==> config.mk <==
export PLATFORM = sky130hd
export DESIGN_NAME = vram_write_queue
export DESIGN_NICKNAME = d
export VERILOG_FILES = /design/src/rtl/vram_write_queue.sv
export SDC_FILE = /design/constraint.sdc
export NUM_CORES = 1
export LEC_CHECK = 0
export CORE_MARGIN = 4
export CORE_UTILIZATION = 50
export CTS_CLUSTER_SIZE = 14
export DETAILED_ROUTE_END_ITERATION = 10
export PLACE_DENSITY = 0.87
export SLEW_MARGIN = 20
export SYNTH_ARGS = -nofsm -noshare
export SYNTH_HDL_FRONTEND = slang
export SYNTH_SLANG_ARGS = --single-unit
==> constraint.sdc <==
create_clock -name clk_12_5875 -period 2.65 [get_ports clk_12_5875]
set_input_delay 0.265 -clock clk_12_5875 [delete_from_list [all_inputs] [get_ports clk_12_5875]]
set_output_delay 0.265 -clock clk_12_5875 [all_outputs]
set_load 0.05 [all_outputs]
==> src/rtl/vram_write_queue.sv <==
// vram_write_queue
// Buffers CPU writes to VRAM in a small circular queue and drains them onto
// the single VRAM port in cycles the GPU pixel pipeline leaves idle. GPU
// fetches always own the port, so display timing is never disturbed; CPU
// writes wait for a gap, strictly in arrival order, with no forwarding.
module vram_write_queue #(
    parameter int DEPTH  = 8,   // queue entries, power of 2, at least 2
    parameter int ADDR_W = 12,  // VRAM address width
    parameter int DATA_W = 8    // VRAM data width
) (
    input  logic                     clk_12_5875,
    input  logic                     rst,
    // CPU write strobe (already decoded and synchronised)
    input  logic                     cpu_wr_valid,
    input  logic [ADDR_W-1:0]        cpu_wr_addr,
    input  logic [DATA_W-1:0]        cpu_wr_data,
    // GPU fetch side
    input  logic                     gpu_rd_req,
    input  logic [ADDR_W-1:0]        gpu_rd_addr,
    output logic [DATA_W-1:0]        gpu_rd_data,
    output logic                     gpu_rd_valid,
    // Shared VRAM port
    output logic [ADDR_W-1:0]        vram_addr,
    output logic [DATA_W-1:0]        vram_wdata,
    output logic                     vram_we,
    input  logic [DATA_W-1:0]        vram_rdata,
    // Status visible to the CPU
    output logic                     queue_empty,
    output logic [$clog2(DEPTH):0]   queue_count,
    output logic                     overflow,
    input  logic                     clr_overflow
);

    localparam int PTR_W = $clog2(DEPTH);
    localparam int CNT_W = PTR_W + 1;
    localparam logic [CNT_W-1:0] FULL_CNT = CNT_W'(DEPTH);
    localparam logic [CNT_W-1:0] ONE_CNT  = CNT_W'(1);
    localparam logic [PTR_W-1:0] ONE_PTR  = PTR_W'(1);

    // Queue storage: one {addr, data} pair per entry. The head is read
    // combinationally because the port must present it in the same cycle
    // the arbiter grants the write slot.
    logic [ADDR_W-1:0] addr_mem [DEPTH];
    logic [DATA_W-1:0] data_mem [DEPTH];

    logic [PTR_W-1:0]  wr_ptr_reg, wr_ptr_next;
    logic [PTR_W-1:0]  rd_ptr_reg, rd_ptr_next;
    logic [CNT_W-1:0]  count_reg,  count_next;
    logic              overflow_reg, overflow_next;
    logic              gpu_rd_valid_reg;

    logic              is_full;
    logic              is_empty;
    logic              pop;
    logic              push;
    logic              drop;

    assign is_full  = (count_reg == FULL_CNT);
    assign is_empty = (count_reg == '0);

    // A write slot exists only when the GPU is idle; a pending head entry
    // then goes out and is retired at the edge. A push is accepted when
    // there is room, or when the pop in this same cycle frees a slot.
    always_comb begin
        pop  = 1'b0;
        push = 1'b0;
        drop = 1'b0;
        if (!gpu_rd_req && !is_empty) begin
            pop = 1'b1;
        end
        if (cpu_wr_valid) begin
            if (!is_full || pop) begin
                push = 1'b1;
            end else begin
                drop = 1'b1;
            end
        end
    end

    // Next-state for pointers, occupancy and the sticky overflow flag.
    // Pointers are exactly log2(DEPTH) bits so they wrap on their own.
    always_comb begin
        wr_ptr_next   = wr_ptr_reg;
        rd_ptr_next   = rd_ptr_reg;
        count_next    = count_reg;
        overflow_next = overflow_reg;

        if (push) begin
            wr_ptr_next = wr_ptr_reg + ONE_PTR;
        end
        if (pop) begin
            rd_ptr_next = rd_ptr_reg + ONE_PTR;
        end

        case ({push, pop})
            2'b10:   count_next = count_reg + ONE_CNT;
            2'b01:   count_next = count_reg - ONE_CNT;
            default: count_next = count_reg;
        endcase

        // A drop in the same cycle as a clear must still be reported.
        if (drop) begin
            overflow_next = 1'b1;
        end else if (clr_overflow) begin
            overflow_next = 1'b0;
        end
    end

    // Control state; reset discards every pending write immediately.
    always_ff @(posedge clk_12_5875 or posedge rst) begin
        if (rst) begin
            wr_ptr_reg       <= '0;
            rd_ptr_reg       <= '0;
            count_reg        <= '0;
            overflow_reg     <= 1'b0;
            gpu_rd_valid_reg <= 1'b0;
        end else begin
            wr_ptr_reg       <= wr_ptr_next;
            rd_ptr_reg       <= rd_ptr_next;
            count_reg        <= count_next;
            overflow_reg     <= overflow_next;
            gpu_rd_valid_reg <= gpu_rd_req;
        end
    end

    // Entry write; contents need no reset since count gates their use.
    // When full with a simultaneous pop, wr_ptr equals rd_ptr: the head
    // has already been presented this cycle, so overwriting it is safe.
    always_ff @(posedge clk_12_5875) begin
        if (push) begin
            addr_mem[wr_ptr_reg] <= cpu_wr_addr;
            data_mem[wr_ptr_reg] <= cpu_wr_data;
        end
    end

    // Port arbitration: the GPU always wins; otherwise drain the head.
    always_comb begin
        vram_addr  = gpu_rd_addr;
        vram_wdata = data_mem[rd_ptr_reg];
        vram_we    = 1'b0;
        if (pop) begin
            vram_addr = addr_mem[rd_ptr_reg];
            vram_we   = 1'b1;
        end
    end

    // Fetch data comes straight from the synchronous VRAM read port.
    assign gpu_rd_data  = vram_rdata;
    assign gpu_rd_valid = gpu_rd_valid_reg;

    assign queue_empty  = is_empty;
    assign queue_count  = count_reg;
    assign overflow     = overflow_reg;

endmodule

## Word level (Yosys, flattened, before mapping)

Memory sizes are Yosys's and may differ from the RTL's.
Index checks and enable logic that the tools add are counted.

| operators by class | value |
|---|---|
| add/sub/neg operators | 4 |
| eq/ne operators | 3 |
| mux-type cells | 12 |
| reduce and logical (&&, ||, !) cells | 8 |

Operators with widths:

| operator | count |
|---|---|
| two-way mux 12 bit | 1 |
| two-way mux 1 bit | 10 |
| one-hot mux 4 bit (2 select lines) | 1 |
| adder 3 x 1 -> 3 bit (second input constant) | 2 |
| adder 4 x 1 -> 4 bit (second input constant) | 1 |
| equality test 4 bit (second input constant) | 1 |
| zero test 4 bit | 1 |
| nonzero test 2 bit | 2 |
| subtractor 4 x 1 -> 4 bit (second input constant) | 1 |
| zero test 1 bit | 3 |
| equality test 2 x 1 -> 1 bit (second input constant) | 1 |
| equality test 2 bit (second input constant) | 1 |
| logical AND 1 bit | 1 |
| logical OR 1 bit | 1 |

| word-level totals | value |
|---|---|
| register bits after elaboration | 12 |
| bits in writable memories | 160 |
| bits of input ports | 45 |
| logic and storage cells | 34 |
| memories kept | 2 |

Memories:

| memory | depth | bits a word | rd ports | clocked after memory_dff | write ports | line | text |
|---|---|---|---|---|---|---|---|
| addr_mem | 8 | 12 | 1 | 0 | 1 | 43 | `logic [ADDR_W-1:0] addr_mem [DEPTH];` |
| data_mem | 8 | 8 | 1 | 0 | 1 | 44 | `logic [DATA_W-1:0] data_mem [DEPTH];` |

## Depth between registers and ports, before layout

| logic depth | value |
|---|---|
| depth after elaboration | 9 |
| gate-level depth with buffers | 9 |
| depth with buffers taken out | 9 |

## Worst setup path after synthesis

No wires, ideal clock.

| timing path | value |
|---|---|
| path kind | register to register |
| from | reg count_reg[0] (netlist: queue_count[0]) |
| to | mem addr_mem[0][0] (enable) |
| data arrival time | 2695 ps |
| required time | 2228 ps |
| path slack | -467 ps |
| cell stages (with the launch flop) | 6 |
| buffers on the path | 1 |
| clock period less this slack | 3117 ps |
| path through | dfrtp_1 -> or3_1 -> buf_2 -> o21a_1 -> nand2b_1 -> nor3_1 |

| between the ends | value |
|---|---|
| longest elaborated chain between the ends | 9 |
| elaborated cells between the ends (all ways) | 11 |
| classes of those cells | eq/ne (1); mux (5); reduce/logical (5) |

RTL lines:

| element | line | text |
|---|---|---|
| start: declaration | 48 | `logic [CNT_W-1:0] count_reg, count_next;` |
| start signal: assignment | 120 | `count_reg <= count_next;` |
| zero test 4 bit | 59 | `assign is_empty = (count_reg == '0);` |
| zero test 1 bit | 68 | `if (!gpu_rd_req && !is_empty) begin` |
| logical AND 1 bit | 68 |  |
| two-way mux 1 bit | 68 |  |
| logical OR 1 bit * | 72 | `if (!is_full \|\| pop) begin` |
| two-way mux 1 bit * | 72 |  |
| two-way mux 1 bit * | 71 | `if (cpu_wr_valid) begin` |
| two-way mux 1 bit * | 130 | `if (push) begin` |
| two-way mux 1 bit (not written as such) * | 131 | `addr_mem[wr_ptr_reg] <= cpu_wr_addr;` |
| end: declaration | 43 |  |

Mark *: on every way between the ends. The rest lies on a longest branch, timed or not.

## Worst setup path in the final report

| timing path | value |
|---|---|
| from | reg rd_ptr_reg[2] |
| to | out vram_addr[2] |

| between the ends | value |
|---|---|
| longest elaborated chain between the ends | 2 |

RTL lines:

| element | line | text |
|---|---|---|
| start: declaration | 47 | `logic [PTR_W-1:0] rd_ptr_reg, rd_ptr_next;` |
| start signal: assignment | 119 | `rd_ptr_reg <= rd_ptr_next;` |
| memory (8 x 12 bit) | - |  |
| two-way mux 12 bit | 141 | `if (pop) begin` |
| end: declaration | 23 | `output logic [ADDR_W-1:0] vram_addr,` |

No other way between the ends.

==> impl_metrics.csv <==
group,metric,value,unit
clocking,clk_pin_slew,0.06,ns
logic_synthesis,synth_top_area_cell,"edfxtp_1",
placed_design,io_buffers,64,
final_layout,fin_area,0.00859,sq mm
floorplanning,initial_core_util,52.0,%
sta,setup_violations,0,
floorplanning,core_area,0.0135,sq mm
logic_synthesis,async_flop_share,6.98,%
worst_hold_path,holdCritPathClass,"in2async",
logic_synthesis,syn_nets,446,
global_route,antenna_found_initial,0,
setup_path,rrSetupSlack,0.29,ns
power,power.density,1140,mW/mm^2
logic_synthesis,ys_ff_latch,172,
floorplanning,die_area,0.0159,sq mm
final_layout,fin_util,63.9,%
detailed_routing,vias,3735,
logic_synthesis,synth_edf_count,160,
clocking,insertion_delay,0.41,ns
setup_path,cp.arrival,2.24,ns
setup_path,cp-start-kind,"flop",
sta,fmax,0.400,GHz
clocking,clock_sinks,172,
logic_synthesis,ys_seq_area_share,73.0,%
detailed_routing,wl_per_cell,21.1,um
sta,finClkSkew,0.00553,ns
setup_path,r2r_start,"queue_count[0]$_DFFE_PP0P_",
placed_design,gp_congestion,0.785,
sta,relSlewSlack,59.2,%
logic_synthesis,yosysUniqueCellTypes,35,
flow_run,cap_violations,0,
logic_synthesis,netlist_area,0.00699,sq mm
placed_design,dp_slack,0.271,ns
clocking,htree_levels,4,
global_route,grt_pass1_vias,3880,
setup_path,crit_fanout,13,
sta,finalWorstSetupSlack,0.148,ns
logic_synthesis,synthTopCellsByCount,"edfxtp_1 (160), mux2i_1 (49), a22oi_1 (24), nand2_1 (24), mux4_2 (16)",
sta,period_share,94.4,%
final_layout,final_nets,528,
logic_synthesis,synth.most_common_cell,"edfxtp_1",
clocking,clock-root-buffer,"clkbuf_16",
clocking,cts_made_buffers,17,
final_layout,seqCellArea,0.00511,sq mm
logic_synthesis,synth_warnings,0,
setup_path,path_class,"reg2out",
global_route,grt_pass1_wl,22100,um
floorplanning,num_rows,42,
global_route,grt_max_degree,51,
detailed_routing,routed_wl,14000,um
placed_design,place_area,0.00805,sq mm
setup_path,worstPathRequired,2.38,ns
floorplanning,die_w,126,um
global_route,grt_overflow,0,
final_layout,drive_gt1_share,21.5,%
logic_synthesis,synth_top_area_share,68.7,%
setup_path,r2r_cells,9,
final_layout,stdcell_count,664,
detailed_routing,ant_nets,0,
final_layout,regMostFlops,"addr_mem",
power,peakVddDrop,0.000687,V
sta,fin_tns_setup,0,ns
final_layout,largest_reg_flops,96,
placed_design,dp_hpwl,8660,um
sta,slew_viol_final,0,
setup_path,cp-endpoint,"vram_addr[2]",
final_layout,multi_input_area,0.00171,sq mm
power,p_leak,3.07,nW
final_layout,num_antenna_cells,0,
clocking,cts_tree,"built",
floorplanning,fp.dieH,126,um
logic_synthesis,synth.avg_cell_area,17.7,sq um
setup_path,r2r-end,"queue_count[3]$_DFFE_PP0P_",
setup_path,end_kind,"primary output",
logic_synthesis,ys.flop_type,"edfxtp_1",
sta,rsz0062_at_grt,"no",
sta,worstMarginPinSlew,0.613,ns
sta,hold_viol_final,0,
logic_synthesis,yosys-top-cells-area,"edfxtp_1 (69%), mux2i_1 (7.0%), mux4_2 (5.2%)",
setup_path,worstSetupStartpoint,"rd_ptr_reg[2]$_DFFE_PP0N_",
sta,layout_min_cycle_time,2.50,ns
detailed_routing,drt_iter0_drc,335,
final_layout,fillers,942,
floorplanning,ios,81,
global_route,grt_use_total,18.3,%
status,status,"complete, no violations",
logic_synthesis,synthCells,396,
placed_design,placed_cells,632,
detailed_routing,post_drt_via_cell_ratio,5.63,
clocking,clockBufferDepth,2,
detailed_routing,drcViolationCount,0,
final_layout,syn2layout_area_growth,22.9,%
detailed_routing,drt-pass1-iter-count,7,
==> cell type report <==
type / instances / area share [%]
clock buffers: 20 / 5.08
clock inverters: 9 / 0.888
inverters: 6 / 0.262
multi-input cells: 191 / 19.9
flip-flops and latches: 172 / 59.4
well taps: 176 / 2.56
repair buffers: 90 / 11.9
==> layer usage <==
metal	GRT usage, %	up-vias	share of wire (%)
li1	-	1712	-
met5	0	-	0
met2	30.6	130	52
met1	23.4	1876	40
met4	5.80	0	1.3
met3	5.21	17	6.6
==> layout by cell type (no fill, tap or decap), types with 4 or more instances in the layout <==
cell	n
a22oi_1	24
buf_12	19
buf_4	29
clkbuf_16	17
clkdlybuf4s50_1	42
dfrtp_1	11
edfxtp_1	160
ha_1	4
inv_1	6
mux2_2	9
mux2i_1	49
mux4_2	16
nand2_1	24
nand3_1	12
nor2_1	9
o21ai_0	14
xnor2_1	4
==> logic make-up after synthesis <==
kind of cell	count (synthesis)	synth area share, %
flip-flops	172	73.0
multiplexers	75	13.8
AND/OR/NAND/NOR	59	4.03
AO/OA/AOI/OAI	46	4.71
buffers and inverters	33	2.65
XOR/XNOR	6	0.752
adder cells (fa/ha/maj)	5	1.00
==> how the worst min path moves through the flow <==
stage	from	endpoint	slack, ns	depth (start not counted)
6_report	rst	rd_ptr_reg[1]$_DFFE_PP0N_	0.17	2
2_1_floorplan	rst	gpu_rd_valid$_DFF_PP0_	0.13	1
4_1_cts	rst	gpu_rd_valid$_DFF_PP0_	0.17	2
3_5_place_dp	wr_ptr_reg[0]$_DFFE_PP0P_	wr_ptr_reg[0]$_DFFE_PP0P_	0.52	2
5_1_grt	rst	queue_count[3]$_DFFE_PP0P_	0.20	2
3_3_place_gp	wr_ptr_reg[0]$_DFFE_PP0P_	wr_ptr_reg[0]$_DFFE_PP0P_	0.51	2
==> through the flow <==
stage,power [W],hold WS (ns)
global route,0.0102,0.204
global placement,0.00743,0.510
finish,0.00976,0.174
CTS,0.00977,0.171
floorplan,0.00623,0.130
detailed placement,0.00758,0.522
==> where the power goes <==
group	switching [W]	total (W)	internal (W)
Clock	0.000937	0.00220	0.00127
Sequential	0.000228	0.00361	0.00338
Combinational	0.00226	0.00395	0.00169
Total	0.00342	0.00976	0.00634
==> worst max-delay path, stage by stage, from the launching register on <==
cell,delay [ns]
dfrtp_1,0.73
and2_1,0.37
buf_4,0.23
a22oi_1,0.08
nand3_1,0.14
nand2_1,0.11
buf_12,0.16
==> what timing repair did <==
item | in CTS | in global routing
hold buffers | 0 | 0
gates resized for setup | 0 | 0
buffers inserted | 0 | 3
setup endpoints to repair | 0 | 2
Power figures use the tool's default switching activity.
